<file path="config.mk">
export PLATFORM = sky130hd
export DESIGN_NAME = tanh_region_dispatch
export DESIGN_NICKNAME = d
export VERILOG_FILES = /design/src/rtl/tanh_region_dispatch.sv
export SDC_FILE = /design/constraint.sdc
export NUM_CORES = 1
export LEC_CHECK = 0
export CAP_MARGIN = 20
export CORE_MARGIN = 3
export CORE_UTILIZATION = 50
export CTS_BUF_LIST = sky130_fd_sc_hd__clkbuf_16
export DETAILED_ROUTE_END_ITERATION = 10
export HOLD_SLACK_MARGIN = 0.12
export PLACE_DENSITY = 0.83
export SYNTH_ARGS = -nofsm -noshare
export SYNTH_HDL_FRONTEND = slang
export SYNTH_SLANG_ARGS = --single-unit
</file>
<file path="constraint.sdc">
create_clock -name clock -period 3.61 [get_ports clock]
set_input_delay 0.722 -clock clock [delete_from_list [all_inputs] [get_ports clock]]
set_output_delay 0.722 -clock clock [all_outputs]
set_load 0.03 [all_outputs]
</file>
<file path="src/rtl/tanh_region_dispatch.sv">
// tanh_region_dispatch
// Pairs each accepted float32 sample with the region code that the classifier
// produces one cycle later. Saturation and linear results are built locally.
// Hyperbolic samples go to an external in-order core. All results leave in
// input order through a DEPTH-entry reorder FIFO.
//
// Optional build macro: TANH_ODD_SYM_EN
//   When defined, the core receives |x| and the stored input sign is folded
//   back into the core result (tanh is odd).
//
// Ports:
//   clock, resetn               clock and synchronous active-low reset
//   valid_in, in_ready, x_in    sample input handshake
//   region_in                   classifier code for the staged sample
//                               (01 sat, 10 linear, 00 hyperbolic, 11 invalid)
//   hc_req_valid/ready, hc_x    request to the hyperbolic core
//   hc_resp_valid, hc_resp_y    in-order core response, no backpressure
//   y_valid/ready, y, y_region  ordered result output
//   drop_count                  saturating count of region-11 drops
module tanh_region_dispatch #(
    parameter int unsigned DEPTH = 4,
    parameter int unsigned CNT_W = 8
) (
    input  logic             clock,
    input  logic             resetn,
    input  logic             valid_in,
    output logic             in_ready,
    input  logic [31:0]      x_in,
    input  logic [1:0]       region_in,
    output logic             hc_req_valid,
    input  logic             hc_req_ready,
    output logic [31:0]      hc_x,
    input  logic             hc_resp_valid,
    input  logic [31:0]      hc_resp_y,
    output logic             y_valid,
    input  logic             y_ready,
    output logic [31:0]      y,
    output logic [1:0]       y_region,
    output logic [CNT_W-1:0] drop_count
);

    localparam int unsigned PTR_W    = (DEPTH > 1) ? $clog2(DEPTH) : 1;
    localparam int unsigned CNT_BITS = PTR_W + 1;

    localparam logic [1:0]  REG_HYP = 2'b00;
    localparam logic [1:0]  REG_SAT = 2'b01;
    localparam logic [1:0]  REG_LIN = 2'b10;
    localparam logic [1:0]  REG_INV = 2'b11;

    localparam logic [31:0] POS_ONE = 32'h3F80_0000;
    localparam logic [31:0] NEG_ONE = 32'hBF80_0000;

    // Stage register
    logic [31:0]         stage_x_q;
    logic                stage_v_q;
    logic                stage_first_q;
    logic [1:0]          stage_region_q;

    // Reorder FIFO storage
    logic [31:0]         data_q   [DEPTH];
    logic [1:0]          region_q [DEPTH];
    logic [DEPTH-1:0]    rdy_q;
    logic [PTR_W-1:0]    wr_ptr_q;
    logic [PTR_W-1:0]    rd_ptr_q;
    logic [CNT_BITS-1:0] count_q;
`ifdef TANH_ODD_SYM_EN
    logic [DEPTH-1:0]    sign_q;
`endif

    // Indices of pending entries in request order; its head is the pending pointer
    logic [PTR_W-1:0]    pidx_q [DEPTH];
    logic [PTR_W-1:0]    pwr_q;
    logic [PTR_W-1:0]    prd_q;
    logic [CNT_BITS-1:0] pcnt_q;

    logic [CNT_W-1:0]    drop_q;

    logic [1:0]          region_c;
    logic                space_c;
    logic                stage_done_c;
    logic                accept_c;
    logic                wr_en_c;
    logic                drop_c;
    logic                req_hs_c;
    logic                pop_c;
    logic                fill_c;
    logic [PTR_W-1:0]    fill_idx_c;
    logic [31:0]         wr_data_c;
    logic [31:0]         fill_data_c;

    // Stage completion, handshakes and FIFO control
    always_comb begin
        region_c = stage_region_q;
        if (stage_first_q) begin
            region_c = region_in;
        end
        space_c      = (count_q < CNT_BITS'(DEPTH));
        hc_req_valid = stage_v_q && (region_c == REG_HYP) && space_c;
        stage_done_c = stage_v_q && ((region_c == REG_INV) ||
                       (space_c && ((region_c != REG_HYP) || hc_req_ready)));
        in_ready     = !stage_v_q || stage_done_c;
        accept_c     = valid_in && in_ready;
        wr_en_c      = stage_done_c && (region_c != REG_INV);
        drop_c       = stage_done_c && (region_c == REG_INV);
        req_hs_c     = wr_en_c && (region_c == REG_HYP);
        y_valid      = (count_q != '0) && rdy_q[rd_ptr_q];
        pop_c        = y_valid && y_ready;
        fill_c       = hc_resp_valid && (pcnt_q != '0);
        fill_idx_c   = pidx_q[prd_q];
        case (region_c)
            REG_SAT: wr_data_c = stage_x_q[31] ? NEG_ONE : POS_ONE;
            REG_LIN: wr_data_c = stage_x_q;
            default: wr_data_c = '0;
        endcase
    end

`ifdef TANH_ODD_SYM_EN
    // Core only sees |x|; the sign is reapplied when the result comes back
    assign hc_x        = {1'b0, stage_x_q[30:0]};
    assign fill_data_c = {sign_q[fill_idx_c] ^ hc_resp_y[31], hc_resp_y[30:0]};
`else
    assign hc_x        = stage_x_q;
    assign fill_data_c = hc_resp_y;
`endif

    assign y          = data_q[rd_ptr_q];
    assign y_region   = region_q[rd_ptr_q];
    assign drop_count = drop_q;

    // Stage register; region is latched if the stage stalls on its first cycle
    always_ff @(posedge clock) begin
        if (!resetn) begin
            stage_x_q      <= '0;
            stage_v_q      <= 1'b0;
            stage_first_q  <= 1'b0;
            stage_region_q <= '0;
        end else if (accept_c) begin
            stage_x_q     <= x_in;
            stage_v_q     <= 1'b1;
            stage_first_q <= 1'b1;
        end else if (stage_done_c) begin
            stage_v_q     <= 1'b0;
            stage_first_q <= 1'b0;
        end else if (stage_v_q && stage_first_q) begin
            stage_region_q <= region_in;
            stage_first_q  <= 1'b0;
        end
    end

    // Reorder FIFO: stage writes, response fills and head pops
    always_ff @(posedge clock) begin
        if (!resetn) begin
            for (int i = 0; i < int'(DEPTH); i++) begin
                data_q[i]   <= '0;
                region_q[i] <= '0;
                pidx_q[i]   <= '0;
            end
            rdy_q    <= '0;
            wr_ptr_q <= '0;
            rd_ptr_q <= '0;
            count_q  <= '0;
            pwr_q    <= '0;
            prd_q    <= '0;
            pcnt_q   <= '0;
`ifdef TANH_ODD_SYM_EN
            sign_q   <= '0;
`endif
        end else begin
            if (wr_en_c) begin
                data_q[wr_ptr_q]   <= wr_data_c;
                region_q[wr_ptr_q] <= region_c;
                rdy_q[wr_ptr_q]    <= (region_c != REG_HYP);
`ifdef TANH_ODD_SYM_EN
                sign_q[wr_ptr_q]   <= stage_x_q[31];
`endif
                wr_ptr_q <= wr_ptr_q + PTR_W'(1);
            end
            if (req_hs_c) begin
                pidx_q[pwr_q] <= wr_ptr_q;
                pwr_q         <= pwr_q + PTR_W'(1);
            end
            // A fill always targets an older, already allocated entry
            if (fill_c) begin
                data_q[fill_idx_c] <= fill_data_c;
                rdy_q[fill_idx_c]  <= 1'b1;
                prd_q              <= prd_q + PTR_W'(1);
            end
            if (pop_c) begin
                rd_ptr_q <= rd_ptr_q + PTR_W'(1);
            end
            count_q <= count_q + CNT_BITS'(wr_en_c) - CNT_BITS'(pop_c);
            pcnt_q  <= pcnt_q + CNT_BITS'(req_hs_c) - CNT_BITS'(fill_c);
        end
    end

    // Saturating drop counter
    always_ff @(posedge clock) begin
        if (!resetn) begin
            drop_q <= '0;
        end else if (drop_c && (drop_q != '1)) begin
            drop_q <= drop_q + CNT_W'(1);
        end
    end

endmodule

</file>
==> reports/results.txt, run 1 <==
Final HPWL DP: 17.78 mm
Int Pwr: 4.759 mW
register area: 5647 um2
IO Pins: 149
global-route wire length before repair: 43.50 mm
count of input and output buffers: 148
Slew @ Worst Pin: 1.037 ns
Levels on crit path: 8
Site Rows: 51
fin nets: 1116
post-route minimum period: 3.370 ns
Max Fclk: 0.2967 GHz
max_cap viols: 0
Synth cell types: 49
H-tree depth: 1
Final Hold Vio Count: 0
mean routed wirelength per cell: 21.27 um
Pleak: 4.344 nW
ys async rst share: 0%
clock latency on the worst-skew pair: 0.49 ns
met1 Use GR: 34.59%
Cell Area, Synth: 10190 um2
CTS clock-pin slew for the worst setup and hold paths: 0.06 ns
first-iteration detailed-routing DRC count: 1031
post-synthesis xor/xnor area fraction: 1.117%
met2 Use GR: 40.62%
Post-DRT Antenna Nets: 0
Combinational Power Share: 20.3%
EDFF count, synth: 144
hold slack: 0.4966 ns
initial antenna violation count: 3
Die Y: 148.8 um
Tcrit/Tclk final: 93.35%
Net Sw Frac: 27.50%
hold_buf cts: 0
PD cells: 516.9 nW/um2
most frequent CP cell: clkdlybuf4s50_1
post-CTS sizing: 0
Layout area overhead: 24.59%
sequential area share after synthesis: 55.39%
dominant cell type by area after synthesis: edfxtp_1
RSZ-0062 raised after global routing: false
Total GRT Usage: 24.93%
Post-CTS Setup Repair Bufs: 0
total power: 6.564 mW
Worst R2R Setup Slack: 0.63 ns
share of cells above drive strength 1: 12.34%
Die Wd: 148.8 um
Setup CP Type: in -> out
Via-to-Cell Ratio: 6.101
Non-Filler Instances: 1312
Critical Path Start Type: input pin
clock share of power: 34.6%
CP Launch Point: region_in[0]
WP buf/inv: 4
Synth Area in Compound Gates: 15.21%
TritonCTS buffer count: 23
max_slew headroom: 30.79%
sw power: 1.805 mW
Synth Area in Simple Gates: 12.74%
Seq pwr share: 45.1%
syn nets: 986
DR pass1 iterations: 5
CTS tree: yes
CP arrival: 2.65 ns
Data required, critical path: 2.89 ns
final setup fails: 0
vias in the first global route: 7863
reg-to-reg endpoint: count_q[2]
Clock Skew: 0.005953 ns
Post-Synth Adder-Cell Area: 1.989%
Hold Crit Class: reg -> reg
largest net degree at the start of global routing: 66
status: finished clean
total core area: 19720 um2
multi-input logic area: 4096 um2
crit path max fanout: 3
Reg2Reg Depth: 13
Clock Sinks: 210
Final GP Congestion: 0.8233
top_reg_cell synth: edfxtp_1
max-slew violations: 0
layer with the highest usage: met2
sum of negative setup slack: 0 ns
die area: 22130 um2
Yosys top cell area share: 42.43%
r2r startpoint: stage_first_q
# placed instances: 1269
total gr overflow: 0
post-synthesis instance total: 899
Vias: 8005
crit path to: in_ready
largest family of logic cells by synthesized area: compound AO/OA/AOI/OAI gates
Layout Utilization: 64.40%
Max stage delay on crit path: 0.58 ns
multiplexer share of the synthesized area: 8.863%
yosys warns: 0
Clock Tree Buf Depth: 3
flops & latches, synth: 210
CP delay by family, top: buffers and inverters
DRC Markers: 0
Critical Path Sink Type: primary output
Total Wirelength: 27.91 mm
top post-synthesis cells by area: edfxtp_1 (42%), dfxtp_1 (13%), o31ai_1 (8.3%), mux4_2 (8.2%), nand2_1 (6.1%)
worst-path cell chain: clkdlybuf4s50_1 > mux2i_2 > inv_1 > ha_1 > nor2b_1 > o21a_1 > inv_2 > clkdlybuf4s50_1
Global Route met3 Usage: 4.254%
VDD IR max: 0.3433 mV
Initial Util: 51.69%
Mean Syn Cell Area: 11.34 um2
slowest stage cell on the critical path: clkdlybuf4s50_1
CTS root buffer: clkbuf_16
Filler cells: 1425
==> flip-flops by register name (all words and copies together), names as in the netlist, named ones only <==
register        count
region_q            8
wr_ptr_q            2
pwr_q               2
stage_first_q       1
rdy_q               4
stage_region_q      2
pcnt_q              3
prd_q               2
rd_ptr_q            2
data_q            128
count_q             3
hc_x               32
stage_v_q           1
pidx_q              8
drop_count          8
==> power groups by stage <==
stage	Combinational [mW]	Sequential [mW]	Clock [mW]
6_report	1.33	2.96	2.27
5_1_grt	1.42	2.99	2.38
4_1_cts	1.33	2.96	2.28
3_5_place_dp	1.32	3.01	0
3_3_place_gp	1.30	3.00	0
2_1_floorplan	0.778	3.01	0
==> synth_stat cells (18+ instances only) <==
library cell / number
edfxtp_1: 144
buf_2: 21
a21oi_1: 40
nand3_1: 44
mux4_2: 37
nand2_1: 166
nor2_1: 34
dfxtp_1: 66
inv_1: 18
o21ai_0: 53
o31ai_1: 113
clkbuf_1: 38
==> layer usage <==
layer / vias up / share of wire (%)
met3: 60 / 10
met2: 507 / 48
met5: - / 0.047
li1: 3631 / -
met1: 3805 / 39
met4: 2 / 2.4
==> per-stage QoR <==
stage	worst slack (ns)	instance area (um2)
6_report	0.2401	12700
5_1_grt	0.1625	12700
4_1_cts	0.2367	12690
3_5_place_dp	0.06234	11970
3_3_place_gp	0.1196	11970
2_1_floorplan	0.05133	10200
==> worst min-delay path by stage <==
stage	from	end	depth (start not counted)
final	hc_x[2]	hc_x[2]	2
after global routing	hc_x[5]	hc_x[5]	2
after CTS	hc_x[2]	hc_x[2]	2
after detailed placement	hc_x[2]	hc_x[2]	2
after global placement	stage_region_q[1]	stage_region_q[1]	2
after floorplan	stage_region_q[1]	stage_region_q[1]	2
==> cells by family after synthesis <==
logic type | count (synthesis)
flops | 210
simple gates | 288
compound gates | 230
xor+xnor | 13
mux | 44
fa+ha+maj | 15
buf+inv | 99
==> worst min-delay path: stages, from the launching register on <==
cell and delay, ns:
dfxtp_1 0.32, o21ai_0 0.07, a21oi_1 0.06
==> cell usage in the layout, fill, tap and decap left out, types with 33 or more instances in the layout <==
cell type	n
a21oi_1	40
buf_4	33
clkdlybuf4s50_1	147
dfxtp_1	65
edfxtp_1	144
mux4_2	37
nand2_1	166
nand3_1	44
nor2_1	34
o21ai_0	53
o31ai_1	113
==> cell type report <==
class,count,share of cell area [%]
Antenna cell,2,0.03941
Inverter,19,0.5616
Clock inverter,18,1.202
Multi-Input combinational cell,590,32.26
Timing Repair Buffer,185,14.33
Sequential cell,210,44.47
Clock buffer,23,4.532
Tap cell,265,2.611
Note: power is estimated with default switching activity, not from simulation.
==> run 2, diff against run 1 <==
--- a/config.mk
+++ b/config.mk
@@ -7,11 +7,12 @@
 export LEC_CHECK = 0
 export CAP_MARGIN = 20
 export CORE_MARGIN = 3
-export CORE_UTILIZATION = 50
+export CORE_UTILIZATION = 58
 export CTS_BUF_LIST = sky130_fd_sc_hd__clkbuf_16
 export DETAILED_ROUTE_END_ITERATION = 10
+export DONT_BUFFER_PORTS = 1
 export HOLD_SLACK_MARGIN = 0.12
-export PLACE_DENSITY = 0.83
+export PLACE_DENSITY = 0.82
 export SYNTH_ARGS = -nofsm -noshare
 export SYNTH_HDL_FRONTEND = slang
 export SYNTH_SLANG_ARGS = --single-unit
==> reports/results.txt, run 2 (synthesis results as in run 1) <==
clock latency on the worst-skew pair: 0.50 ns (about the same)
Critical Path Start Type: flip-flop
Final HPWL DP: 17.00 mm (-4.4%)
total gr overflow: 0 (unchanged)
fin nets: 960 (-14%)
CTS clock-pin slew for the worst setup and hold paths: 0.06 ns (about the same)
Initial Util: 60.39% (+8.7 points)
VDD IR max: 0.4016 mV (+17%)
CTS root buffer: clkbuf_16
final instance area: 11090 um2 (-13%)
share of cells above drive strength 1: 13.72% (+1.4 points)
Site Rows: 47 (-7.8%)
Final GP Congestion: 0.8574 (+4.1%)
Antenna diodes: 0 (-2)
Max Fclk: 0.3398 GHz (+15%)
Final Hold Vio Count: 0 (unchanged)
Pleak: 3.752 nW (-14%)
Top reg by flops: data_q
Tcrit/Tclk final: 81.52% (-12 points)
Combinational Power Share: 15.9% (-4.4 points)
first-iteration detailed-routing DRC count: 885 (-14%)
hold slack: 0.3357 ns (-0.1609 ns)
post-route minimum period: 2.943 ns (-0.4270 ns)
initial antenna violation count: 0 (-3)
status: finished clean
Layout area overhead: 8.814%
post-CTS sizing: 0 (unchanged)
Net Sw Frac: 27.86% (+0.36 points)
count of input and output buffers: 0 (-100%)
max_cap viols: 0 (unchanged)
Data required, critical path: 3.98 ns (+1.09 ns)
Seq pwr share: 48.4% (+3.3 points)
dpl cell area: 10350 um2 (-14%)
DR pass1 iterations: 6 (+1)
Post-CTS Setup Repair Bufs: 0 (unchanged)
TritonCTS buffer count: 22 (-4.3%)
most common cell after layout, fill and taps aside: nand2_1
DRC Markers: 0 (unchanged)
Vias: 7400 (-7.6%)
sum of negative setup slack: 0 ns (unchanged)
vias in the first global route: 7265 (-7.6%)
Die Wd: 138.6 um (-6.9%)
Post-DRT Antenna Nets: 0 (unchanged)
IO Pins: 149 (unchanged)
H-tree depth: 1 (unchanged)
max-slew violations: 0 (unchanged)
max reg flops: 128 (unchanged)
Hold Crit Class: in -> reg
Setup CP Type: reg -> reg
Total GRT Usage: 27.29% (+2.4 points)
total power: 6.238 mW (-5.0%)
Int Pwr: 4.500 mW (-5.4%)
Clock Sinks: 210 (unchanged)
Critical Path Sink Type: flip-flop
hold_buf cts: 0 (unchanged)
Clock Tree Buf Depth: 3 (unchanged)
mean routed wirelength per cell: 24.15 um (+14%)
global-route wire length before repair: 41.61 mm (-4.3%)
PD cells: 562.4 nW/um2 (+8.8%)
RSZ-0062 raised after global routing: false
sw power: 1.738 mW (-3.7%)
final setup fails: 0 (unchanged)
die area: 19200 um2 (-13%)
Slew @ Worst Pin: 0.9906 ns (-0.04641 ns)
Total Wirelength: 26.78 mm (-4.1%)
crit path max fanout: 5 (+2)
total core area: 16880 um2 (-14%)
most frequent cells in the layout: nand2_1 (166), edfxtp_1 (144), o31ai_1 (113), dfxtp_1 (64), o21ai_0 (53)
clock share of power: 35.7% (+1.1 points)
Clock Skew: 0.008530 ns (+0.002576 ns)
CP arrival: 3.31 ns (+0.66 ns)
CTS tree: yes
Layout Utilization: 65.71% (+1.3 points)
largest net degree at the start of global routing: 66 (unchanged)
Via-to-Cell Ratio: 6.673 (+9.4%)
max_slew headroom: 33.96% (+3.2 points)
Die Y: 138.6 um (-6.9%)
==> run 2: critical path, stage by stage (launching register included) <==
cell and delay, ns:
dfxtp_1 0.43, mux2i_2 0.27, inv_1 0.10, ha_1 0.26, nor3b_2 0.30, nand2_1 0.18, ha_1 0.31, inv_1 0.06
ha_1 0.13, inv_1 0.05, fa_1 0.36, xor2_1 0.18, xnor2_1 0.14, nor2_1 0.05
==> run 2: final timing paths <==
check / depth (start not counted) / start / slack, ns / endpoint
setup / recovery: 13 / stage_first_q / 0.67 / count_q[2]
hold / removal: 1 / resetn / 0.34 / rdy_q[1]
setup reg to reg: 13 / stage_first_q / 0.67 / count_q[2]
hold reg to reg: 2 / stage_region_q[1] / 0.49 / stage_region_q[1]
==> run 2: metrics by stage <==
stage | setup WS [ns] | cells
2_1_floorplan | 0.05133 | 899
3_3_place_gp | 0.5625 | 1068
3_5_place_dp | 0.4735 | 1068
4_1_cts | 0.6536 | 1108
5_1_grt | 0.4505 | 1109
6_report | 0.6671 | 1109
==> run 2: layer usage <==
layer	GRT usage (%)	share of wire (%)	routed length (um)	up-vias
met4	8.268	2.7	721	0
met1	36.68	37	9854	3557
li1	-	-	-	3302
met2	44.35	48	12770	483
met5	0	0	0	-
met3	6.931	13	3436	58
==> run 2: cell type report <==
type                       instances  area [um2]
tap                              220       275.3
fill                            1237        5787
timing repair buffer              30       282.8
sequential                       210        5648
inverter                          19       71.32
clock inverter                    16       116.4
clock buffer                      24       600.6
multi-input combinational        590        4096
==> run 2: power groups by stage <==
| stage | clock network [mW] | registers, mW | logic, mW |
|---|---|---|---|
| global route | 2.35 | 3.04 | 1.06 |
| CTS | 2.25 | 3.02 | 0.984 |
| floorplan | 0 | 3.01 | 0.778 |
| detailed placement | 0 | 3.07 | 0.977 |
| global placement | 0 | 3.05 | 0.950 |
| finish | 2.23 | 3.02 | 0.990 |
==> run 3, diff against run 2 <==
--- a/config.mk
+++ b/config.mk
@@ -7,7 +7,7 @@
 export LEC_CHECK = 0
 export CAP_MARGIN = 20
 export CORE_MARGIN = 3
-export CORE_UTILIZATION = 58
+export CORE_UTILIZATION = 60
 export CTS_BUF_LIST = sky130_fd_sc_hd__clkbuf_16
 export DETAILED_ROUTE_END_ITERATION = 10
 export DONT_BUFFER_PORTS = 1
==> constraint.sdc (replaced) <==
create_clock -name clock -period 2.86 [get_ports clock]
set_input_delay 0.572 -clock clock [delete_from_list [all_inputs] [get_ports clock]]
set_output_delay 0.572 -clock clock [all_outputs]
set_load 0.03 [all_outputs]
==> reports/results.txt, run 3 (synthesis results as in run 1) <==
r2r startpoint: stage_first_q
Total GRT Usage: 27.23% (-0.056 points)
Hold Crit Class: in -> reg
Die Y: 136.3 um (-1.6%)
CTS root buffer: clkbuf_16
CTS clock-pin slew for the worst setup and hold paths: 0.06 ns (about the same)
global-route wire length before repair: 39.15 mm (-5.9%)
PnR worst setup slack: 0.09354 ns (-0.5736 ns)
Clock Tree Buf Depth: 3 (unchanged)
PD cells: 698.1 nW/um2 (+24%)
max_slew headroom: 38.00% (+4.0 points)
dpl ws: 0.1132 ns (-0.3602 ns)
RSZ-0062 raised after global routing: true
status: finished clean
Top reg by flops: data_q
Pleak: 3.763 nW (+0.30%)
Post-DRT Antenna Nets: 0 (unchanged)
Setup CP Type: reg -> out
Post-CTS Setup Repair Bufs: 0 (unchanged)
total gr overflow: 0 (unchanged)
dpl cell area: 10430 um2 (+0.79%)
mean routed wirelength per cell: 22.64 um (-6.3%)
Final Hold Vio Count: 0 (unchanged)
Via-to-Cell Ratio: 6.602 (-1.1%)
total core area: 16580 um2 (-1.7%)
final instance area: 11150 um2 (+0.52%)
DR pass1 iterations: 5 (-1)
most frequent CP cell: buf_4
Max Fclk: 0.3615 GHz
Site Rows: 47 (unchanged)
WP buf/inv: 3 (unchanged)
Antenna diodes: 0 (unchanged)
CP delay by family, top: buffers and inverters
post-route minimum period: 2.766 ns
crit path max fanout: 13 (+8)
CP arrival: 2.19 ns (-1.12 ns)
max_cap viols: 0 (unchanged)
Die Wd: 136.3 um (-1.6%)
VDD IR max: 0.4974 mV (+24%)
Vias: 7361 (-0.53%)
IO Pins: 149 (unchanged)
Max stage delay on crit path: 0.38 ns (-0.05 ns)
Slew @ Worst Pin: 0.9301 ns (-0.06052 ns)
Final GP Congestion: 0.8766 (+2.2%)
Worst Min Path Start: resetn
first-iteration detailed-routing DRC count: 798 (-9.8%)
Layout area overhead: 9.379%
worst-path cell chain: mux2i_4 > buf_4 > ha_1 > buf_4 > nor2b_1 > o21a_1 > inv_4
DRC Markers: 0 (unchanged)
Clock Skew: 0.01279 ns (+0.004259 ns)
die area: 18590 um2 (-3.2%)
TritonCTS buffer count: 23 (+4.5%)
max-slew violations: 0 (unchanged)
share of cells above drive strength 1: 14.75% (+1.0 points)
Non-Filler Instances: 1115 (+0.54%)
Critical Path Sink Type: primary output
H-tree depth: 1 (unchanged)
Clock Sinks: 210 (unchanged)
clock latency on the worst-skew pair: 0.51 ns (about the same)
slowest stage cell on the critical path: dfxtp_4
max reg flops: 128 (unchanged)
initial antenna violation count: 0 (unchanged)
most frequent cells in the layout: nand2_1 (166), edfxtp_1 (144), o31ai_1 (113), dfxtp_1 (63), o21ai_0 (53)
most common cell after layout, fill and taps aside: nand2_1
fin nets: 966 (+0.63%)
Tcrit/Tclk final: 96.73%
# placed instances: 1073 (+0.47%)
Final HPWL DP: 16.53 mm (-2.7%)
count of input and output buffers: 0 (unchanged)
Critical Path Start Type: flip-flop
largest net degree at the start of global routing: 66 (unchanged)
final setup fails: 0 (unchanged)
vias in the first global route: 7097 (-2.3%)
Total Wirelength: 25.24 mm (-5.8%)
CTS tree: yes
Initial Util: 61.46% (+1.1 points)
CP Launch Point: stage_first_q
Data required, critical path: 2.29 ns (-1.69 ns)
[run 3: changes by cell type in the layout (fill, tap and decap cells not counted), sizes merged]
cell,change
clkinv,-1
buf,+4
inv,+3
bufinv,-2
clkbuf,+2
[run 3: area by class of cell]
type	instances	area, um2
flip-flops and latches	210	5652
fillers	1202	5435
multi-input cells	590	4136
clock buffers	25	625.6
repair buffers	35	312.8
well taps	220	275.3
inverters	19	73.82
clock inverters	16	72.57
[run 3: final timing paths]
path | endpoint | slack, ns | cells past startpoint
worst max-delay path | in_ready | 0.09 | 7
worst min-delay path | rdy_q[3] | 0.18 | 1
worst max register to register | pcnt_q[2] | 0.18 | 12
worst min register to register | stage_region_q[0] | 0.51 | 2
[run 3: worst register-to-register path, stage by stage (launching register included)]
cell and delay [ns]:
dfxtp_4 0.40, mux2i_4 0.25, inv_2 0.08, ha_4 0.17, nor3b_2 0.19, buf_4 0.21
nand3_1 0.12, ha_1 0.29, inv_1 0.05, ha_1 0.18, fa_1 0.37, xnor2_1 0.17
nor2_1 0.05
[run 3: metal layers]
metal  vias to the layer above  part of all wire, %  track usage, %  wire, um
li1                       3329                    -               -         -
met1                      3525                   38           36.75      9500
met2                       433                   47           43.56     11940
met3                        74                   11           6.440      2863
met4                         0                  3.7           9.742       935
met5                         -                    0               0         0
[run 3: where the power goes]
part	switching, mW	total [mW]	leakage (nW)	internal (mW)
Combinational	0.815	1.24	1.36	0.430
Sequential	0.227	3.81	2.04	3.58
Clock	1.16	2.73	0.366	1.57
Total	2.20	7.78	3.76	5.58
[run 3: per-stage QoR]
stage	hold slack [ns]	setup TNS [ns]	utilization, %	power, mW
after detailed placement	0.5081	0	62.88	5.097
final	0.1778	0	67.23	7.782
after CTS	0.1678	0	67.09	7.807
after global placement	0.4929	0	62.88	5.051
after global routing	0.1716	-0.01721	67.23	8.066
after floorplan	0.4847	-23.43	-	4.789
[run 3: repair_timing]
item,CTS,global route
setup endpoints to repair,0,99
hold buffers,0,0
resized for setup,0,5
